### config.mk
export PLATFORM = sky130hd
export DESIGN_NAME = tristate_bus_arbiter
export DESIGN_NICKNAME = d
export VERILOG_FILES = /design/src/rtl/tristate_bus_arbiter.sv
export SDC_FILE = /design/constraint.sdc
export NUM_CORES = 1
export LEC_CHECK = 0
export BUFFER_PORTS_ARGS = -buffer_cell sky130_fd_sc_hd__buf_4
export CAP_MARGIN = 15
export CORE_MARGIN = 4
export CORE_UTILIZATION = 50
export DETAILED_ROUTE_END_ITERATION = 16
export GPL_ROUTABILITY_DRIVEN = 0
export GPL_TIMING_DRIVEN = 0
export PLACE_DENSITY = 0.79
export SYNTH_ARGS = -nofsm -noshare
export SYNTH_HDL_FRONTEND = slang
export SYNTH_SLANG_ARGS = --single-unit
### constraint.sdc
create_clock -name clk_i -period 4.5 [get_ports clk_i]
set_input_delay 0.675 -clock clk_i [delete_from_list [all_inputs] [get_ports clk_i]]
set_output_delay 0.675 -clock clk_i [all_outputs]
set_load 0.005 [all_outputs]
### src/rtl/tristate_bus_arbiter.sv
// Round-robin arbiter for one shared tristate wire. It produces registered
// one-hot buffer enables with a bounded burst and an all-released turnaround gap.
module tristate_bus_arbiter #(
  parameter int N_REQ      = 4,
  parameter int MAX_BURST  = 4,
  parameter int TURNAROUND = 1
) (
  input  logic                     clk_i,
  input  logic                     rst_i,
  input  logic [N_REQ-1:0]         req_i,
  output logic [N_REQ-1:0]         en_o,
  output logic [$clog2(N_REQ)-1:0] gnt_id_o,
  output logic                     busy_o
);
  localparam int IW = $clog2(N_REQ);
  localparam int BW = $clog2(MAX_BURST + 1);
  localparam int TW = $clog2(TURNAROUND + 1);
  localparam logic [IW:0]   NREQ_W  = (IW+1)'(N_REQ);
  localparam logic [BW-1:0] BURST_W = BW'(MAX_BURST);
  localparam logic [TW-1:0] TURN_W  = TW'(TURNAROUND);

  typedef enum logic [1:0] {S_IDLE, S_OWN, S_TURN} state_e;

  state_e            state_q, state_d;
  logic [N_REQ-1:0]  en_q, en_d;
  logic [IW-1:0]     gnt_q, gnt_d;
  logic              busy_q, busy_d;
  logic [IW-1:0]     ptr_q, ptr_d;
  logic [BW-1:0]     burst_q, burst_d;
  logic [TW-1:0]     turn_q, turn_d;

  // Candidate index at each search offset from ptr, wrapped modulo N_REQ.
  logic [IW-1:0] rot_idx [N_REQ];
  for (genvar g = 0; g < N_REQ; g++) begin : g_rot
    logic [IW:0] sum;
    assign sum        = {1'b0, ptr_q} + (IW+1)'(g);
    assign rot_idx[g] = (sum >= NREQ_W) ? IW'(sum - NREQ_W) : IW'(sum);
  end

  logic [IW-1:0] win_c;
  logic          any_req;
  assign any_req = |req_i;

  // Scan from the far end so the smallest offset from ptr wins.
  always_comb begin
    win_c = '0;
    for (int i = N_REQ - 1; i >= 0; i--)
      if (req_i[rot_idx[i]]) win_c = rot_idx[i];
  end

  logic [IW:0]   gnt_inc;
  logic [IW-1:0] ptr_rel;
  assign gnt_inc = {1'b0, gnt_q} + (IW+1)'(1);
  assign ptr_rel = (gnt_inc == NREQ_W) ? '0 : IW'(gnt_inc);

  always_comb begin
    state_d = state_q;
    en_d    = en_q;
    gnt_d   = gnt_q;
    busy_d  = busy_q;
    ptr_d   = ptr_q;
    burst_d = burst_q;
    turn_d  = turn_q;
    unique case (state_q)
      S_IDLE: begin
        en_d   = '0;
        busy_d = 1'b0;
        if (any_req) begin
          state_d     = S_OWN;
          en_d[win_c] = 1'b1;
          gnt_d       = win_c;
          busy_d      = 1'b1;
          burst_d     = BW'(1);
        end
      end
      S_OWN: begin
        if (!req_i[gnt_q] || burst_q == BURST_W) begin
          state_d = S_TURN;
          en_d    = '0;
          busy_d  = 1'b0;
          turn_d  = TW'(1);
          ptr_d   = ptr_rel;
        end else begin
          burst_d = burst_q + BW'(1);
        end
      end
      S_TURN: begin
        if (turn_q == TURN_W) begin
          if (any_req) begin
            state_d     = S_OWN;
            en_d        = '0;
            en_d[win_c] = 1'b1;
            gnt_d       = win_c;
            busy_d      = 1'b1;
            burst_d     = BW'(1);
          end else begin
            state_d = S_IDLE;
          end
        end else begin
          turn_d = turn_q + TW'(1);
        end
      end
      default: state_d = S_IDLE;
    endcase
  end

  always_ff @(posedge clk_i) begin
    if (rst_i) begin
      state_q <= S_IDLE;
      en_q    <= '0;
      gnt_q   <= '0;
      busy_q  <= 1'b0;
      ptr_q   <= '0;
      burst_q <= '0;
      turn_q  <= '0;
    end else begin
      state_q <= state_d;
      en_q    <= en_d;
      gnt_q   <= gnt_d;
      busy_q  <= busy_d;
      ptr_q   <= ptr_d;
      burst_q <= burst_d;
      turn_q  <= turn_d;
    end
  end

  assign en_o     = en_q;
  assign gnt_id_o = gnt_q;
  assign busy_o   = busy_q;
endmodule
; Word-level counts from Yosys, hierarchy flattened
; Cells that the tools add are included.
[word_totals]
ff_bits = 15
input_bits = 6
out_inout_bits = 7
elab_cells = 97
[op_classes]
add_sub_neg = 10
order_cmp = 11
n_eq_ne = 9
muxes = 46
n_reduce_logical = 14
[ops]
columns = operator, n
row1 = 2-to-1 mux 2 bit, 14
row2 = < comparator 2 x 3 -> 1 bit (second input constant), 6
row3 = 2-to-1 mux 4 bit, 4
row4 = 2-to-1 mux 1 bit, 13
row5 = one-hot mux 4 bit (3 select lines), 1
row6 = binary-select mux 1 bit (select 2 bit), 5
row7 = inequality test 2 bit (second input constant), 5
row8 = >= comparator 3 bit (second input constant), 3
row9 = 2-to-1 mux 3 bit, 3
row10 = one-hot mux 3 bit (3 select lines), 1
row11 = subtractor 2 x 1 -> 2 bit (second input constant), 4
row12 = adder 2 x 1 -> 3 bit (second input constant), 2
row13 = adder 2 x 2 -> 3 bit (second input constant), 2
row14 = == test 3 bit (second input constant), 2
row15 = one-hot mux 2 bit (3 select lines), 1
row16 = AND reduction 2 bit, 3
row17 = AND reduction 3 bit, 2
row18 = one-hot mux 2 bit (2 select lines), 1
row19 = AND reduction 4 bit, 1
row20 = nonzero test 2 bit, 2
row21 = OR reduction 4 bit, 1
row22 = adder 3 x 1 -> 3 bit (second input constant), 1
row23 = >= comparator 2 x 3 -> 1 bit (second input constant), 1
row24 = one-hot mux 1 bit (3 select lines), 1
row25 = other kinds (11), 11

; Depth between registers and ports, before layout
[logic_depth]
word_depth = 16
mapped_depth = 7
ltp_nobuf = 6

; Least setup slack after synthesis
; OpenSTA, ideal clock, no wires.
[synth_timing]
kind = input -> register
from = input port req_i[3]
to = register state_q[0]
setup_time_ns = 0.070
t_arrival_ns = 1.864
required_time_ns = 4.430
path_slack_ns = 2.566
cell_stages = 5
path_buffers = 1
path_cell_list = mux4_2 and3_4 buf_6 or3_1 a21oi_1
[synth_between]
elab_chain_len = 6
elab_cells_between_ends = 11
cone_classes = eq/ne: 2 / mux: 5 / reduce/logical: 4
[synth_lines]
columns = item, line
row1 = from (decl), 10  ; input logic [N_REQ-1:0] req_i,
row2 = binary-select mux 1 bit (select 2 bit), 77  ; if (!req_i[gnt_q] || burst_q == BURST_W) begin
row3 = 2-to-1 mux 1 bit (implied by the code), 77
row4 = zero test 1 bit, 77
row5 = logical OR 1 bit, 77
row6 = inequality test 2 bit (no source line), -
row7 = AND reduction 3 bit (no source line), -
row8 = to (signal assigned), 117  ; state_q <= state_d;
row9 = to (decl), 24  ; state_e state_q, state_d;
; Several ways; a longest one is shown, not always the timed one. The select of a mux whose other input is x is not followed.
; A chain may end at the register's enable or synchronous reset.

; Worst setup path in the final report
[layout_timing]
from = input port req_i[2]
to = register en_q[1], in the netlist en_o[1]
[layout_between]
elab_chain_len = 13
elab_cells_between_ends = 29
cone_classes = order compare: 2 / eq/ne: 2 / mux: 20 / reduce/logical: 5
[layout_lines]
columns = item, line
row1 = binary-select mux 1 bit (select 2 bit), 48  ; if (req_i[rot_idx[i]]) win_c = rot_idx[i];
row2 = 2-to-1 mux 1 bit (implied by the code), 48
row3 = 2-to-1 mux 2 bit (4 in a row), 48
row4 = < comparator 2 x 3 -> 1 bit (implied by the code) or >= comparator 2 x 1 -> 1 bit (tied branches), "70, 92"
row5 = logical AND 1 bit (implied by the code), "70, 92"
row6 = 2-to-1 mux 1 bit (implied by the code), "70, 92"
row7 = demux 1 bit (select 2 bit), "70, 92"
row8 = 2-to-1 mux 4 bit, 89  ; if (any_req) begin
row9 = 2-to-1 mux 4 bit, 88  ; if (turn_q == TURN_W) begin
row10 = one-hot mux 4 bit (3 select lines), 64  ; unique case (state_q)
row11 = to (signal assigned), 118  ; en_q <= en_d;
row12 = to (decl), 25  ; logic [N_REQ-1:0] en_q, en_d;
; Several ways; a longest one is shown, not always the timed one. The select of a mux whose other input is x is not followed.

==> results.yml <==
detailed_routing:
  route.detailed.drc: 0
  post_drt_via_cell_ratio: 5.92
  dr.pass1.iters: 5
  vias: 870
  wire_per_inst_microns: 14.6
  wl_microns: 2140
  drtIter0Drc: 14
  drtAntennaViolNets: 0
final_layout:
  nets: 136
  multi_input_area_sq_um: 571
  drive_above_1_share_pct: 17.2
  fill_cells: 156
  final_common_cell: "dfxtp_1"
  n_antenna_cell: 0
  synthToLayoutAreaGrowth_pct: 15.2
  seq_area_sq_um: 300
  mostFrequentLayoutCells: "15 x dfxtp_1, 11 x buf_4, 9 x a21oi_1"
timing:
  rsz0062_at_grt: "no"
  setup_tns_ns: 0
  slew_violations: 0
  finalSetupViolations: 0
  fmax_mhz: 489
  fin_worst_skew_ns: 0.00246
  maxSlewHeadroom_pct: 46.0
  fin_crit_ns: 2.04
  tightest_slew_ns: 0.802
  hold_violations: 0
  finalCritPeriodShare_pct: 45.4
  setup_ws_ns: 2.46
floorplanning:
  core_sq_mm: 0.00173
  design.die.area_sq_mm: 0.00259
  die_x_microns: 50.9
  io_pins: 13
  rows: 15
  initial_core_util_pct: 53.3
  die_height_microns: 50.9
job:
  cap_violations: 0
cts:
  clock_sinks: 15
  htreeDepth: 1
  cts_hold_buf: 0
  cts_tree: "built"
  clk_pin_slew_ns: 0.09
  clockBufferDepth: 2
  cts_setup_buffers: 0
  root_buffer: "clkbuf_4"
  worstSkewPairLatency_ns: 0.29
  cts_buffers: 3
  cts.repair.resized: 0
synthesis:
  ys_seq_area_share_pct: 32.7
  synth-seq-cells: 15
  synth_area_sq_um: 920
  yosysUniqueCellTypes: 36
  synth-edff-count: 0
  ys_warn_count: 0
  synth_ff_type: "dfxtp_1"
  syn-instance-count: 107
  postSynthAreaPerCell_sq_um: 8.59
  synth_async_sr_flop_share_pct: 0
  syn_nets: 120
power:
  switching_share_pct: 40.4
  power_frac_clock_pct: 13.8
  p_int_uw: 343
  leakage_nw: 0.421
  power_frac_comb_pct: 51.4
  vdd_drop_max_v: 0.000283
  netSwitchingPower_uw: 232
  p_per_area_mw_per_mm2: 543
  pwr-share-seq_pct: 34.8
global_route:
  antenna_found_initial: 0
  grt_overflow: 0
  grt_pass1_wl_microns: 3550
  grt_pass1_vias: 892
  grt_usage_pct: 18.2
  grt_max_degree: 11
setup_path:
  critical_path_required_ns: 4.69
  critPathMaxFanout: 6
  critPathKind: "in2reg"
  cp.arrival_ns: 2.23
  worstSetupEndpointType: "flip-flop"
  critPathLaunchType: "input port"
placement:
  portBuffers: 11
  place_ws_ns: 2.17
  place_hpwl_microns: 1600
run_status:
  status: "completed"
worst_hold_path:
  hp-class: "reg2reg"
-- worst paths after layout --
path	cells after the start	from	endpoint	slack [ns]
hold / removal	2	gnt_id_o[1]	gnt_id_o[1]	0.51
setup reg to reg	6	state_q[0]	en_o[0]	2.50
setup / recovery	5	req_i[2]	en_o[1]	2.46
hold reg to reg	2	gnt_id_o[1]	gnt_id_o[1]	0.51
-- power by group through the flow --
stage	logic (mW)	registers [mW]	clock network, mW
after floorplan	0.212	0.198	0
after global placement	0.279	0.200	0
after detailed placement	0.292	0.202	0
after CTS	0.294	0.199	0.0819
after global routing	0.326	0.204	0.0851
final	0.296	0.200	0.0793
-- routing by layer --
metal | up-vias | GRT usage [%] | routed length [microns]
met5 | - | 0 | 0
met4 | 0 | 13.0 | 76
met3 | 9 | 2.33 | 70
met2 | 22 | 32.2 | 1070
met1 | 416 | 19.8 | 923
li1 | 423 | - | -
-- registers in the layout, indices dropped and copies added (netlist names) --
| register | cells |
|---|---|
| state_q | 2 |
| ptr_q | 2 |
| en_o | 4 |
| burst_q | 3 |
| turn_q | 1 |
| gnt_id_o | 2 |
| busy_o | 1 |
-- cell usage after synthesis (3+ instances only) --
library cell	instances	area share, %
dfxtp_1	15	33
inv_1	7	2.9
nor2b_1	5	3.4
a21oi_1	9	4.9
nand3_1	3	1.6
or2_2	3	2.0
nor2_1	4	1.6
nor3_1	4	2.2
mux2i_1	4	4.4
nand2_1	6	2.4
a31oi_1	3	2.0
o21ai_0	6	3.3
ha_1	7	9.5
-- per-stage QoR --
step | cell area, sq um | hold slack [ns] | util (%) | total power, mW | instances
global placement | 1030 | 0.473 | 59.9 | 0.479 | 143
finish | 1060 | 0.512 | 61.4 | 0.576 | 147
detailed placement | 1030 | 0.491 | 59.9 | 0.494 | 143
floorplan | 920 | 0.459 | - | 0.409 | 107
CTS | 1060 | 0.504 | 61.4 | 0.575 | 147
global route | 1060 | 0.529 | 61.4 | 0.614 | 147
-- critical path, cell delays in order --
cell,delay [ns]
buf_4,0.13
nor4_1,0.71
mux2i_1,0.23
nor3b_1,0.22
a32o_1,0.26
-- cell type report --
cell class,instances,area share (%)
timing repair buffer,11,7.79
buffer,4,2.13
inverter,7,2.48
multi-input combinational,81,53.8
clock buffer,4,2.48
sequential,15,28.3
tap,25,2.95
-- logic make-up (layout without fill, tap and decap cells) --
| logic type | after synthesis | count (layout) | share of synthesized area (%) |
|---|---|---|---|
| compound gates | 34 | 34 | 24.4 |
| flops | 15 | 15 | 32.7 |
| fa+ha+maj | 7 | 7 | 9.52 |
| buf+inv | 11 | 26 | 5.31 |
| mux | 5 | 5 | 6.80 |
| simple gates | 35 | 35 | 21.4 |
(Power assumes the default switching activity.)
